===== src/rtl/mem_access_unit_if.sv =====
// Word-wide data bus between the MEM-stage access unit and data memory.
// req/ack handshake; busRdata is meaningful only alongside busAck.
interface mem_access_unit_if;
  logic        busReq;
  logic        busWe;
  logic [31:0] busAddr;
  logic [31:0] busWdata;
  logic [3:0]  busBe;
  logic [31:0] busRdata;
  logic        busAck;

  modport master (
    output busReq, busWe, busAddr, busWdata, busBe,
    input  busRdata, busAck
  );

  modport slave (
    input  busReq, busWe, busAddr, busWdata, busBe,
    output busRdata, busAck
  );
endinterface


===== src/rtl/mem_access_unit.sv =====
// MEM-stage data access engine: req/ack bus, stall, load extension.
// Optional MISALIGN_EXC_EN: misaligned word access -> addrErr, no bus cycle.
`ifndef MEM_BYTE
`define MEM_BYTE 2'b00
`endif
`ifndef MEM_WORD
`define MEM_WORD 2'b10
`endif

module mem_access_unit #(
  parameter int TIMEOUT_CYCLES = 255
) (
  input  logic        clk,
  input  logic        rst_n,
  input  logic        memRead,
  input  logic        memWrite,
  input  logic [1:0]  mode,
  input  logic        loadUnsigned,
  input  logic [31:0] addr,
  input  logic [31:0] storeData,
  output logic        stall,
  output logic [31:0] loadData,
  output logic        done,
  output logic        busErr,
`ifdef MISALIGN_EXC_EN
  output logic        addrErr,
`endif
  mem_access_unit_if.master bus
);

  typedef enum logic [1:0] {
    IDLE = 2'd0,
    REQ  = 2'd1,
    DONE = 2'd2
  } state_t;

  localparam logic [7:0] LAST = 8'(TIMEOUT_CYCLES - 1);

  state_t      state;
  state_t      nxt;
  logic [7:0]  cnt;
  logic        req;
  logic        isByteReq;
  logic        misal;
  logic        ackHit;
  logic        tmo;
  logic        rdLat;
  logic        byteLat;
  logic        unsLat;
  logic [1:0]  laneLat;
  logic [7:0]  laneByte;
  logic [31:0] extData;
  logic        we;
  logic [31:0] baddr;
  logic [31:0] wdata;
  logic [3:0]  be;

  assign req       = memRead | memWrite;
  assign isByteReq = (mode == `MEM_BYTE);

`ifdef MISALIGN_EXC_EN
  assign misal = !isByteReq && (addr[1:0] != 2'b00);
`else
  assign misal = 1'b0;
`endif

  assign ackHit = (state == REQ) && bus.busAck;
  assign tmo    = (state == REQ) && !bus.busAck && (cnt == LAST);

  assign laneByte = bus.busRdata[{laneLat, 3'b000} +: 8];
  assign extData  = byteLat
                  ? {{24{laneByte[7] & ~unsLat}}, laneByte}
                  : bus.busRdata;

  assign stall        = req && (state != DONE);
  assign done         = (state == DONE);
  assign bus.busReq   = (state == REQ);
  assign bus.busWe    = we;
  assign bus.busAddr  = baddr;
  assign bus.busWdata = wdata;
  assign bus.busBe    = be;

  // State register; reset aborts any access and drops busReq at once.
  always_ff @(posedge clk or negedge rst_n) begin
    if (!rst_n) state <= IDLE;
    else        state <= nxt;
  end

  // Next-state: ack or timeout ends REQ; DONE always lasts one cycle.
  always_comb begin
    nxt = state;
    unique case (state)
      IDLE: begin
        if (req) nxt = misal ? DONE : REQ;
      end
      REQ: begin
        if (ackHit || tmo) nxt = DONE;
      end
      DONE:    nxt = IDLE;
      default: nxt = IDLE;
    endcase
  end

  // Bus request latch on issue; byte stores replicate onto every lane.
  always_ff @(posedge clk or negedge rst_n) begin
    if (!rst_n) begin
      we      <= 1'b0;
      baddr   <= '0;
      wdata   <= '0;
      be      <= '0;
      rdLat   <= 1'b0;
      byteLat <= 1'b0;
      unsLat  <= 1'b0;
      laneLat <= '0;
    end else if (state == IDLE && req && !misal) begin
      we      <= memWrite;
      baddr   <= {addr[31:2], 2'b00};
      rdLat   <= !memWrite;
      byteLat <= isByteReq;
      unsLat  <= loadUnsigned;
      laneLat <= addr[1:0];
      if (memWrite && isByteReq) begin
        be    <= 4'b0001 << addr[1:0];
        wdata <= {4{storeData[7:0]}};
      end else begin
        be    <= 4'b1111;
        wdata <= storeData;
      end
    end
  end

  // Completion: load capture on ack, zero result and error flag on abort.
  always_ff @(posedge clk or negedge rst_n) begin
    if (!rst_n) begin
      cnt      <= '0;
      loadData <= '0;
      busErr   <= 1'b0;
    end else begin
      busErr <= 1'b0;
      if (ackHit) begin
        cnt <= '0;
        if (rdLat) loadData <= extData;
      end else if (tmo) begin
        cnt      <= '0;
        loadData <= '0;
        busErr   <= 1'b1;
      end else if (state == REQ) begin
        cnt <= cnt + 8'd1;
      end else if (state == IDLE && req && misal) begin
        loadData <= '0;
      end
    end
  end

`ifdef MISALIGN_EXC_EN
  // Misaligned word access reports alongside its done pulse.
  always_ff @(posedge clk or negedge rst_n) begin
    if (!rst_n) addrErr <= 1'b0;
    else        addrErr <= (state == IDLE) && req && misal;
  end
`endif

endmodule


===== src/flat_wrapper.sv =====
// flat-port wrapper written by rule: the top's interface ports become plain ports
module mem_access_unit_flat 
#(
  parameter int TIMEOUT_CYCLES = 255
)
  (clk, rst_n, memRead, memWrite, mode, loadUnsigned, addr, storeData, stall, loadData, done, busErr, bus_busReq, bus_busWe, bus_busAddr, bus_busWdata, bus_busBe, bus_busRdata, bus_busAck);
  mem_access_unit_if bus_i ();
  input  logic clk;
  input  logic rst_n;
  input  logic memRead;
  input  logic memWrite;
  input  logic [1:0] mode;
  input  logic loadUnsigned;
  input  logic [31:0] addr;
  input  logic [31:0] storeData;
  output logic stall;
  output logic [31:0] loadData;
  output logic done;
  output logic busErr;
  output wire logic [$bits(bus_i.busReq)-1:0] bus_busReq;
  output wire logic [$bits(bus_i.busWe)-1:0] bus_busWe;
  output wire logic [$bits(bus_i.busAddr)-1:0] bus_busAddr;
  output wire logic [$bits(bus_i.busWdata)-1:0] bus_busWdata;
  output wire logic [$bits(bus_i.busBe)-1:0] bus_busBe;
  input wire logic [$bits(bus_i.busRdata)-1:0] bus_busRdata;
  input wire logic [$bits(bus_i.busAck)-1:0] bus_busAck;
  assign bus_busReq = bus_i.busReq;
  assign bus_busWe = bus_i.busWe;
  assign bus_busAddr = bus_i.busAddr;
  assign bus_busWdata = bus_i.busWdata;
  assign bus_busBe = bus_i.busBe;
  assign bus_i.busRdata = bus_busRdata;
  assign bus_i.busAck = bus_busAck;
  mem_access_unit #(.TIMEOUT_CYCLES(TIMEOUT_CYCLES)) u_core (.clk(clk), .rst_n(rst_n), .memRead(memRead), .memWrite(memWrite), .mode(mode), .loadUnsigned(loadUnsigned), .addr(addr), .storeData(storeData), .stall(stall), .loadData(loadData), .done(done), .busErr(busErr), .bus(bus_i));
endmodule

===== config.mk =====
export PLATFORM = sky130hd
export DESIGN_NAME = mem_access_unit_flat
export DESIGN_NICKNAME = d
export VERILOG_FILES = /design/src/rtl/mem_access_unit_if.sv /design/src/rtl/mem_access_unit.sv /design/src/flat_wrapper.sv
export SDC_FILE = /design/constraint.sdc
export NUM_CORES = 1
export LEC_CHECK = 0
export CORE_MARGIN = 2
export CORE_UTILIZATION = 40
export CTS_CLUSTER_SIZE = 8
export DETAILED_ROUTE_END_ITERATION = 10
export GPL_ROUTABILITY_DRIVEN = 0
export PLACE_DENSITY = 0.76
export SLEW_MARGIN = 5
export SYNTH_ARGS = -nofsm -noshare
export SYNTH_HDL_FRONTEND = slang
export SYNTH_SLANG_ARGS = --single-unit

===== constraint.sdc =====
create_clock -name clk -period 1.82 [get_ports clk]
set_input_delay 0.364 -clock clk [delete_from_list [all_inputs] [get_ports clk]]
set_output_delay 0.364 -clock clk [all_outputs]
set_load 0.01 [all_outputs]

# Yosys cells after proc, flatten, opt, wreduce, memory -nomap -nowiden
# Cells that the tools add are included.
word_totals:
  ff_bits: 115
  in_bits: 104
  output_inout_bits: 105
  wordCells: 54
op_classes:
  addsub: 1
  n_eq_ne: 7
  n_shift: 2
  muxes: 14
  n_bitwise: 3
  reduce_logical: 15
ops:
  columns: ["cell", "count"]
  rows:
  - ["$mux W32", 5]
  - ["$shiftx A32 B6 Y8", 1]
  - ["$mux W8", 3]
  - ["$add A8 B1 Y8 const B", 1]
  - ["$eq A8 B8 Y1 const B", 1]
  - ["$logic_and A1 B1 Y1", 6]
  - ["$logic_not A2 Y1", 2]
  - ["$mux W2", 2]
  - ["$mux W4", 1]
  - ["$ne A2 B1 Y1 const B", 2]
  - ["$ne A2 B2 Y1 const B", 2]
  - ["$pmux W2 S2", 1]
  - ["$reduce_and A2 Y1", 2]
  - ["$shl A1 B2 Y4 const A", 1]
  - ["$reduce_bool A3 Y1", 1]
  - ["$eq A2 B1 Y1 const B", 1]
  - ["$eq A2 B2 Y1 const B", 1]
  - ["$logic_not A1 Y1", 2]
  - ["$mux W1", 2]
  - ["$reduce_bool A2 Y1", 1]
  - ["$and A1 B1 Y1", 1]
  - ["$logic_or A1 B1 Y1", 1]
  - ["$not A1 Y1", 1]
  - ["$or A1 B1 Y1", 1]

# Longest topological paths before layout
# Gate-level depths: netlist of the first run.
depth:
  depth_word: 6
  ltp_mapped: 7
  depth_no_buf: 6

# Least setup slack after synthesis of the first run
# Ideal clock, no wire load.
synth_path:
  path_type: "register -> register"
  startpoint: "reg u_core.state[1]"
  endpoint: "reg u_core.baddr[22], in the netlist u_core.bus.busAddr[22]"
  t_arrival_ps: 1429
  slack_ps: 266
  path_stages_with_launch: 6
  path_buffers: 3
  path_cell_list: "dfrtp_1 or3_1 buf_2 buf_6 buf_6 mux2_4"
synth_via:
  elab_chain_len: 2
synth_rtl:
  columns: ["element", "line_no", "text"]
  rows:
  - ["start: declaration", "mem_access_unit.sv:39", "state_t state;"]
  - ["start signal: assignment", "mem_access_unit.sv:86", "else state <= nxt;"]
  - ["$logic_not A2 Y1", "mem_access_unit.sv:115", "end else if (state == IDLE && req && !misal) begin"]
  - ["$logic_and A1 B1 Y1", "mem_access_unit.sv:115", null]
  - ["end signal: assignment", "mem_access_unit.sv:117", "baddr <= {addr[31:2], 2'b00};"]
  - ["end: declaration", "mem_access_unit.sv:54", "logic [31:0] baddr;"]
# Every way passes these cells.
# A chain may end at the register's enable or synchronous reset.

# Final worst setup path of the first run
layout_path:
  startpoint: "in memWrite"
  endpoint: "out stall"
layout_via:
  elab_chain_len: 2
layout_rtl:
  columns: ["element", "line_no", "text"]
  rows:
  - ["start: declaration", "flat_wrapper.sv:11", "input logic memWrite;"]
  - ["$or A1 B1 Y1", "mem_access_unit.sv:58", "assign req = memRead | memWrite;"]
  - ["$logic_and A1 B1 Y1", "mem_access_unit.sv:75", "assign stall = req && (state != DONE);"]
  - ["end: declaration", "flat_wrapper.sv:16", "output logic stall;"]
# Every way passes these cells.

==> flow_summary.json, run 1 <==
{
  "post-route-min-period_ns": 1.741,
  "area_growth_pct": 60.17,
  "synth_flop_cell": "sky130_fd_sc_hd__dfrtp_1",
  "synth_edf_count": 0,
  "clock_latency_ns": 0.40,
  "path_max_fanout": 4,
  "finalNetCount": 791,
  "port_buffer_count": 206,
  "regToRegEndpoint": "u_core.cnt[6]$_DFFE_PN0P_",
  "synth_top_cells_by_count": "sky130_fd_sc_hd__dfrtp_1, sky130_fd_sc_hd__nand2_1, sky130_fd_sc_hd__o21ai_0, sky130_fd_sc_hd__a21oi_1, sky130_fd_sc_hd__nor2_1",
  "hpwlAfterDp_um": 10780,
  "die_outline_area_mm2": 0.01337,
  "fmax_mhz": 574.4,
  "synthDistinctLibCells": 41,
  "cts_tree": "built",
  "tritoncts.num_buffers": 17,
  "worst_setup_hold_path_clk_slew_ns": 0.05,
  "setup-violations-final": 0,
  "synth_top_area_share_pct": 57.73,
  "netlist_instances": 458,
  "yosys_warnings": 0,
  "n_antenna_cell": 0,
  "maxSlewViolCount": 0,
  "synthesis_stage_register_bit_count": 115,
  "post_synth_main_area_contributors": "sky130_fd_sc_hd__dfrtp_1, sky130_fd_sc_hd__o2bb2ai_1, sky130_fd_sc_hd__mux2_2",
  "fin_hold_ws_ns": 0.4724,
  "grt_max_degree": 71,
  "postLayoutCellArea_mm2": 0.007984,
  "number_of_hold_violations_in_the_final_report": 0,
  "clkSinkCount": 115,
  "vias": 4362,
  "placedInstanceArea_mm2": 0.007442,
  "required_ns": 1.46,
  "floorplan.io_pins": 209,
  "grt_pass1_wl_um": 22620,
  "ctsHtreeMaxLevel": 4,
  "yosysSeqAreaShare_pct": 57.73,
  "final_layout_size_suffix_gt1_share_pct": 14.47,
  "post_route_ant_nets": 0,
  "grt_overflow_total": 0,
  "design.core.area_mm2": 0.01211,
  "clock-skew-final_ns": 0.005128,
  "via_per_inst": 5.037,
  "initialDrtViolationCount": 283,
  "leakagePower_nw": 3.477,
  "fin_setup_tns_ns": 0,
  "grt.total_usage_pct": 22.24,
  "post-layout-total-power_mw": 13.30,
  "grt_setup_unrepaired": "no",
  "first_global_vias": 4460,
  "drcViolationCount": 0,
  "synth-async-reset-ratio_pct": 100.0,
  "antenna_violations_before_repair": 0,
  "setup.worst_path.class": "primary input to output pin",
  "routed_wirelength_um": 14610,
  "min-delay-path-class": "primary input to async pin",
  "peakVddDrop_mv": 0.8470,
  "fin_crit_sh_pct": 95.66,
  "post-synth-top-area-cell": "sky130_fd_sc_hd__dfrtp_1",
  "syn-mean-instance-area_um2": 10.88,
  "drv.max_cap_violation_count": 0,
  "core.rowCount": 40,
  "cp-start-kind": "primary input",
  "post_cts_buffers": 0,
  "detailed_router_iteration_count_before_antenna_repair": 4,
  "r2r_slack_ns": 0.17,
  "ff2ff_path_depth": 7,
  "die-width_um": 115.6,
  "run_status": "completed",
  "synthesis.area_mm2": 0.004985,
  "cts_max_path_buffers": 2,
  "p_per_area_mw_per_mm2": 1666,
  "stdcell_count": 866,
  "synth_most_common_cell": "sky130_fd_sc_hd__dfrtp_1",
  "crit_reg_reg_startpoint": "u_core.cnt[0]$_DFFE_PN0P_",
  "initial_core_util_pct": 41.16,
  "endpoint_kind": "output pin",
  "clk_root_buf": "sky130_fd_sc_hd__clkbuf_16",
  "placed_cells": 833,
  "die_h_um": 115.6,
  "wl_per_cell_um": 16.87,
  "cp_data_arrival_time_ns": 1.38
}
[metal layers]
layer | GRT usage [%] | vias to the layer above | share of wire, %
met5 | 0 | - | 0
met4 | 9.127 | 0 | 1.9
met3 | 8.316 | 18 | 8.7
met2 | 37.82 | 169 | 50
met1 | 25.36 | 2127 | 40
li1 | - | 2048 | -
[cell type report]
class | instances | area (um2)
Fill cell | 973 | 4128
Sequential cell | 115 | 2878
Clock buffer | 27 | 503.0
Tap cell | 168 | 210.2
Inverter | 16 | 62.56
Multi-Input combinational cell | 296 | 1887
Timing Repair Buffer | 239 | 2419
Clock inverter | 5 | 25.02
[per-stage QoR]
step | setup slack [ns] | utilization [%]
global route | 0.01495 | 65.92
global placement | -0.1739 | 61.45
detailed placement | -0.2392 | 61.45
CTS | 0.07279 | 65.92
finish | 0.07894 | 65.92
floorplan | 0.2664 | -
[cells by family after synthesis]
group	Yosys count	share of synthesized area [%]
simple gates	126	11.95
other cells	1	0.07523
flops	115	57.73
fa+ha+maj	2	0.5019
mux	36	8.961
compound gates	130	16.04
buf+inv	48	4.744
[placed cells by master (no fill, tap or decap), types with 10 or more instances in the layout]
| master | netlist | layout |
|---|---|---|
| sky130_fd_sc_hd__mux2_2 | 23 | 23 |
| sky130_fd_sc_hd__buf_4 | 3 | 24 |
| sky130_fd_sc_hd__nand2_1 | 49 | 49 |
| sky130_fd_sc_hd__nor2_1 | 37 | 37 |
| sky130_fd_sc_hd__nand3_1 | 10 | 10 |
| sky130_fd_sc_hd__clkbuf_16 | 0 | 17 |
| sky130_fd_sc_hd__clkdlybuf4s50_1 | 0 | 202 |
| sky130_fd_sc_hd__a21oi_1 | 37 | 37 |
| sky130_fd_sc_hd__inv_1 | 15 | 15 |
| sky130_fd_sc_hd__nand2b_1 | 14 | 13 |
| sky130_fd_sc_hd__o2bb2ai_1 | 31 | 31 |
| sky130_fd_sc_hd__dfrtp_1 | 115 | 115 |
| sky130_fd_sc_hd__o21ai_0 | 45 | 45 |
[where the power goes]
group          switching (mW)  internal [mW]
clock                    1.06           1.87
combinational            2.50           3.39
sequential              0.737           3.74
[registers in the layout (all words and copies together) (netlist names)]
name / flops
u_core.bus.busAddr: 30
u_core.bus.busBe: 4
u_core.bus.busWdata: 32
u_core.bus.busWe: 1
u_core.busErr: 1
u_core.byteLat: 1
u_core.cnt: 8
u_core.laneLat: 2
u_core.loadData: 32
u_core.rdLat: 1
u_core.state: 2
u_core.unsLat: 1
[worst max-delay path: stages]
cell and delay [ns]:
sky130_fd_sc_hd__clkdlybuf4s50_1 0.49, sky130_fd_sc_hd__nor2_1 0.19, sky130_fd_sc_hd__nor2_1 0.05, sky130_fd_sc_hd__dlygate4sd2_1 0.28
[worst max-delay path by stage]
stage	to	depth (start not counted)	slack, ns	startpoint
floorplan	u_core.bus.busAddr[22]$_DFFE_PN0P_	5	0.27	u_core.state[1]$_DFFE_PN0P_
global route	stall	4	0.01	memWrite
detailed placement	u_core.bus.busWdata[24]$_DFFE_PN0P_	7	-0.24	memWrite
global placement	u_core.bus.busAddr[15]$_DFFE_PN0P_	5	-0.17	memWrite
finish	stall	4	0.08	memWrite
CTS	bus_busWdata[20]	1	0.07	u_core.bus.busWdata[20]$_DFFE_PN0P_
[timing repair]
action	4_1_cts	5_1_grt
endpoints found under the hold margin	30	0
setup endpoints to repair	3	0
gates resized for setup	5	0
hold buffers	1	0
Power figures use the tool's default switching activity.
==> inputs of run 2 (changes only) <==
- CORE_UTILIZATION: 40 -> 30
- PLACE_DENSITY: 0.76 -> unset
==> run 2 against run 1 <==
Net effect: fmax up 0.89%; cell count up 4.6%; via count down 3.2%; count of clock-buffer cells in the layout down 10; wire length down 1.3%; largest cell class unchanged; largest power group unchanged.
==> flow_summary.json, run 2 (same netlist as run 1, synthesis figures left out) <==
{
  "clock-skew-final_ns": 0.006694,
  "crit_reg_reg_startpoint": "u_core.cnt[0]$_DFFE_PN0P_",
  "tightest_slew_ns": 0.6752,
  "pwr-share-clk_pct": 24.3,
  "antenna_violations_before_repair": 0,
  "worstPathCellList": "nand2b_4 > inv_4 > dlygate4sd2_1",
  "ctsHtreeMaxLevel": 4,
  "grt.met3_usage_pct": 8.123,
  "post_route_ant_nets": 0,
  "leakagePower_nw": 3.421,
  "fmax_mhz": 579.5,
  "area_growth_pct": 60.39,
  "setup.worst_path.class": "flip-flop to output pin",
  "global_route.usage.met2_pct": 27.52,
  "area_used_by_multi_input_combinational_logic_mm2": 0.001887,
  "placed_cells": 874,
  "grt.total_usage_pct": 16.90,
  "hpwlAfterDp_um": 10340,
  "drcViolationCount": 0,
  "fin_crit_sh_pct": 94.82,
  "cts_max_path_buffers": 2,
  "stdcell_count": 906,
  "detailed_router_iteration_count_before_antenna_repair": 4,
  "wl_per_cell_um": 15.91,
  "n_antenna_cell": 0,
  "post-route-min-period_ns": 1.726,
  "timing.max_slew.rel_slack_pct": 54.99,
  "core.rowCount": 47,
  "die-width_um": 132.9,
  "final_common_cell": "sky130_fd_sc_hd__clkdlybuf4s50_1",
  "peakVddDrop_mv": 0.7060,
  "fraction_of_power_consumed_by_sequential_logic_pct": 32.3,
  "clock_latency_ns": 0.41,
  "required_ns": 1.46,
  "grt_pass1_wl_um": 23390,
  "endpoint_kind": "output pin",
  "layout_common_cells": "sky130_fd_sc_hd__clkdlybuf4s50_1, sky130_fd_sc_hd__dfrtp_1, sky130_fd_sc_hd__nand2_1",
  "critical-path-slowest-cell": "sky130_fd_sc_hd__dfrtp_1",
  "p_comb_share_pct": 43.3,
  "sw_frac_of_total_pct": 32.28,
  "path_max_fanout": 6,
  "routed_wirelength_um": 14420,
  "first_global_vias": 4526,
  "drv.max_cap_violation_count": 0,
  "switching_power_mw": 4.408,
  "n_fill_cell": 1476,
  "finalNetCount": 779,
  "grt_max_degree": 116,
  "postLayoutCellArea_mm2": 0.007995,
  "min-delay-path-class": "primary input to async pin",
  "die_outline_area_mm2": 0.01766,
  "global_route_hottest_layer": "met2",
  "tritoncts.num_buffers": 17,
  "cts_hold_buf": 0,
  "vias": 4222,
  "setup-violations-final": 0,
  "cp_data_arrival_time_ns": 1.36,
  "placedInstanceArea_mm2": 0.007400,
  "cts_tree": "built",
  "maxSlewViolCount": 0,
  "p_per_area_mw_per_mm2": 1708,
  "critPathLaunch": "u_core.state[1]$_DFFE_PN0P_",
  "fin_hold_ws_ns": 0.004943,
  "via_per_inst": 4.660,
  "grt_use_met1_pct": 19.41,
  "cp-start-kind": "flip-flop",
  "run_status": "completed",
  "final_layout_size_suffix_gt1_share_pct": 13.99,
  "area.sequential_mm2": 0.002878,
  "clk_root_buf": "sky130_fd_sc_hd__clkbuf_16",
  "grt_overflow_total": 0,
  "die_h_um": 132.9,
  "grt_setup_unrepaired": "no",
  "initialDrtViolationCount": 179,
  "fin_setup_tns_ns": 0,
  "design.core.area_mm2": 0.01641,
  "port_buffer_count": 206,
  "clkSinkCount": 115,
  "floorplan.io_pins": 209,
  "worst_setup_hold_path_clk_slew_ns": 0.06,
  "timing.critical_path.slowest_cell_delay_ns": 0.41,
  "initial_core_util_pct": 30.38,
  "power.internal_mw": 9.246,
  "number_of_hold_violations_in_the_final_report": 0
}
run 2: critical path: cells and delay by family, from the launching register on:
kind	cells	cell delay, ns
flops	1	0.41
simple gates	1	0.18
buf+inv	2	0.36
run 2: metrics by stage:
stage	setup slack [ns]	power, mW	utilization (%)
CTS	0.06709	13.86	48.73
floorplan	0.2664	7.133	-
detailed placement	-0.2886	10.42	45.10
global placement	-0.2182	10.31	45.10
global route	0.02127	14.51	48.73
finish	0.09429	13.65	48.73
run 2: final timing paths:
check	endpoint	slack [ns]	cells after the start
worst min-delay path	u_core.loadData[14]$_DFFE_PN0P_	0.005	2
worst max register to register	u_core.cnt[6]$_DFFE_PN0P_	0.17	7
worst max-delay path	bus_busReq	0.09	3
min in group clk	u_core.bus.busWdata[23]$_DFFE_PN0P_	0.48	2
worst min register to register	u_core.bus.busWdata[23]$_DFFE_PN0P_	0.48	2
max in group asynchronous	u_core.loadData[8]$_DFFE_PN0P_	1.27	2
run 2: final cells by class:
class	count	share of cell area, %
flip-flops and latches	115	35.99
repair buffers	227	28.78
multi-input cells	296	23.60
clock buffers	17	5.321
well taps	220	3.443
clock inverters	15	2.081
inverters	16	0.7825
run 2: repair_timing:
action / 4_1_cts / 5_1_grt
endpoints found under the setup margin: 3 / 0
setup buffers: 0 / 0
hold endpoints to repair: 0 / 0
gates resized for setup: 5 / 0
run 2: power by group through the flow:
stage	combinational, mW	clock [mW]	sequential [mW]
floorplan	2.28	0	4.85
global placement	5.91	0	4.39
detailed placement	5.99	0	4.43
CTS	6.00	3.42	4.44
global route	6.40	3.54	4.58
finish	5.92	3.32	4.42
run 2: metal layers:
metal	routed length [um]	up-vias
met2	6884	165
met5	0	-
met1	5819	2003
met3	1420	23
met4	291	0
li1	-	2031
==> inputs of run 3 (changes only) <==
- CTS_CLUSTER_SIZE: 8 -> unset
- MAX_ROUTING_LAYER: unset -> met4
==> run 3 against run 2 <==
Net effect: core utilization stayed put; clock power hardly changed; combinational power hardly changed; sequential share of layout area stayed put; die area stayed put; non-clock buffer count stayed put; total power hardly changed; wire length is 0.17% higher; count of clock-buffer cells in the layout stayed put; critical path type unchanged; critical endpoint unchanged; highest routed layer unchanged.
==> flow_summary.json, run 3 (same netlist as run 1, synthesis figures left out) <==
{
  "die_outline_area_mm2": 0.01766,
  "post-route-min-period_ns": 1.726,
  "core.rowCount": 47,
  "drv.max_cap_violation_count": 0,
  "design.core.area_mm2": 0.01641,
  "grt_overflow_total": 0,
  "antenna_violations_before_repair": 0,
  "clock-skew-final_ns": 0.006645,
  "n_antenna_cell": 0,
  "die_h_um": 132.9,
  "first_global_vias": 4537,
  "peakVddDrop_mv": 0.7057,
  "grt_max_degree": 116,
  "port_buffer_count": 206,
  "initialDrtViolationCount": 174,
  "clk_root_buf": "sky130_fd_sc_hd__clkbuf_16",
  "final_util_pct": 48.73,
  "cts_hold_buf": 0,
  "clkSinkCount": 115,
  "cp_data_arrival_time_ns": 1.36,
  "final_common_cell": "sky130_fd_sc_hd__clkdlybuf4s50_1",
  "fin_hold_ws_ns": 0.01126,
  "leakagePower_nw": 3.421,
  "finalNetCount": 779,
  "tightest_slew_ns": 0.6676,
  "layout_common_cells": "sky130_fd_sc_hd__clkdlybuf4s50_1, sky130_fd_sc_hd__dfrtp_1, sky130_fd_sc_hd__nand2_1",
  "fin_setup_tns_ns": 0,
  "hpwlAfterDp_um": 10340,
  "number_of_hold_violations_in_the_final_report": 0,
  "drcViolationCount": 0,
  "routed_wirelength_um": 14440,
  "worst_setup_hold_path_clk_slew_ns": 0.05,
  "vias": 4227,
  "tritoncts.num_buffers": 17,
  "cts_tree": "built",
  "endpoint_kind": "output pin",
  "timing.max_slew.rel_slack_pct": 55.50,
  "die-width_um": 132.9,
  "final_layout_size_suffix_gt1_share_pct": 13.99,
  "detailed_router_iteration_count_before_antenna_repair": 4,
  "clock_latency_ns": 0.42,
  "fmax_mhz": 579.3,
  "via_per_inst": 4.666,
  "run_status": "completed",
  "cts_max_path_buffers": 2,
  "post-layout-total-power_mw": 13.67,
  "setup.worst_path.class": "flip-flop to output pin",
  "required_ns": 1.46,
  "setup-violations-final": 0,
  "fin_crit_sh_pct": 94.86,
  "grt_setup_unrepaired": "no",
  "min-delay-path-class": "primary input to async pin",
  "floorplan.io_pins": 209,
  "path_max_fanout": 6,
  "grt_pass1_wl_um": 23370,
  "grt.total_usage_pct": 17.42,
  "post_cts_buffers": 0,
  "maxSlewViolCount": 0,
  "cp-start-kind": "flip-flop",
  "area_growth_pct": 60.39,
  "initial_core_util_pct": 30.38,
  "ctsHtreeMaxLevel": 4,
  "wl_per_cell_um": 15.94,
  "p_per_area_mw_per_mm2": 1709,
  "post_route_ant_nets": 0
}
run 3: worst paths after layout:
kind | start | to | slack (ns) | cells after the start
max in group asynchronous | rst_n | u_core.loadData[9]$_DFFE_PN0P_ | 1.27 | 2
hold / removal | rst_n | u_core.loadData[14]$_DFFE_PN0P_ | 0.01 | 2
setup / recovery | u_core.state[1]$_DFFE_PN0P_ | bus_busReq | 0.09 | 3
setup reg to reg | u_core.cnt[0]$_DFFE_PN0P_ | u_core.cnt[6]$_DFFE_PN0P_ | 0.16 | 7
min in group clk | u_core.bus.busWdata[23]$_DFFE_PN0P_ | u_core.bus.busWdata[23]$_DFFE_PN0P_ | 0.48 | 2
hold reg to reg | u_core.bus.busWdata[23]$_DFFE_PN0P_ | u_core.bus.busWdata[23]$_DFFE_PN0P_ | 0.48 | 2
run 3: final cells by class:
class / instances / area (um2)
timing repair buffer: 227 / 2301
clock inverter: 15 / 166.4
tap: 220 / 275.3
multi-input combinational: 296 / 1887
sequential: 115 / 2878
fill: 1476 / 8412
inverter: 16 / 62.56
clock buffer: 17 / 425.4
run 3: stage by stage:
stage	cells	setup slack [ns]	area (um2)
floorplan	459	0.2664	4989
global placement	874	-0.2182	7400
detailed placement	874	-0.2886	7400
CTS	906	0.06709	7995
global route	906	0.02361	7995
finish	906	0.09364	7995
run 3: worst max-delay path: stages, from the launching register on:
cell	delay, ns
sky130_fd_sc_hd__dfrtp_1	0.41
sky130_fd_sc_hd__nand2b_4	0.18
sky130_fd_sc_hd__inv_4	0.09
sky130_fd_sc_hd__dlygate4sd2_1	0.27
run 3: per-layer routing:
layer	wire (um)	global-route usage (%)	up-vias
met3	1321	7.165	27
met5	0	-	-
met2	6845	27.46	166
met1	5962	19.95	2003
li1	-	-	2031
met4	312	6.392	0
run 3: power by group:
| group | switching, mW | internal, mW | total [mW] |
|---|---|---|---|
| logic | 2.54 | 3.38 | 5.92 |
| clock network | 1.20 | 2.13 | 3.33 |
| registers | 0.685 | 3.73 | 4.42 |
run 3: timing repair:
item | 4_1_cts | 5_1_grt
resized for setup | 5 | 0
hold endpoints to repair | 0 | 0
setup endpoints to repair | 3 | 0
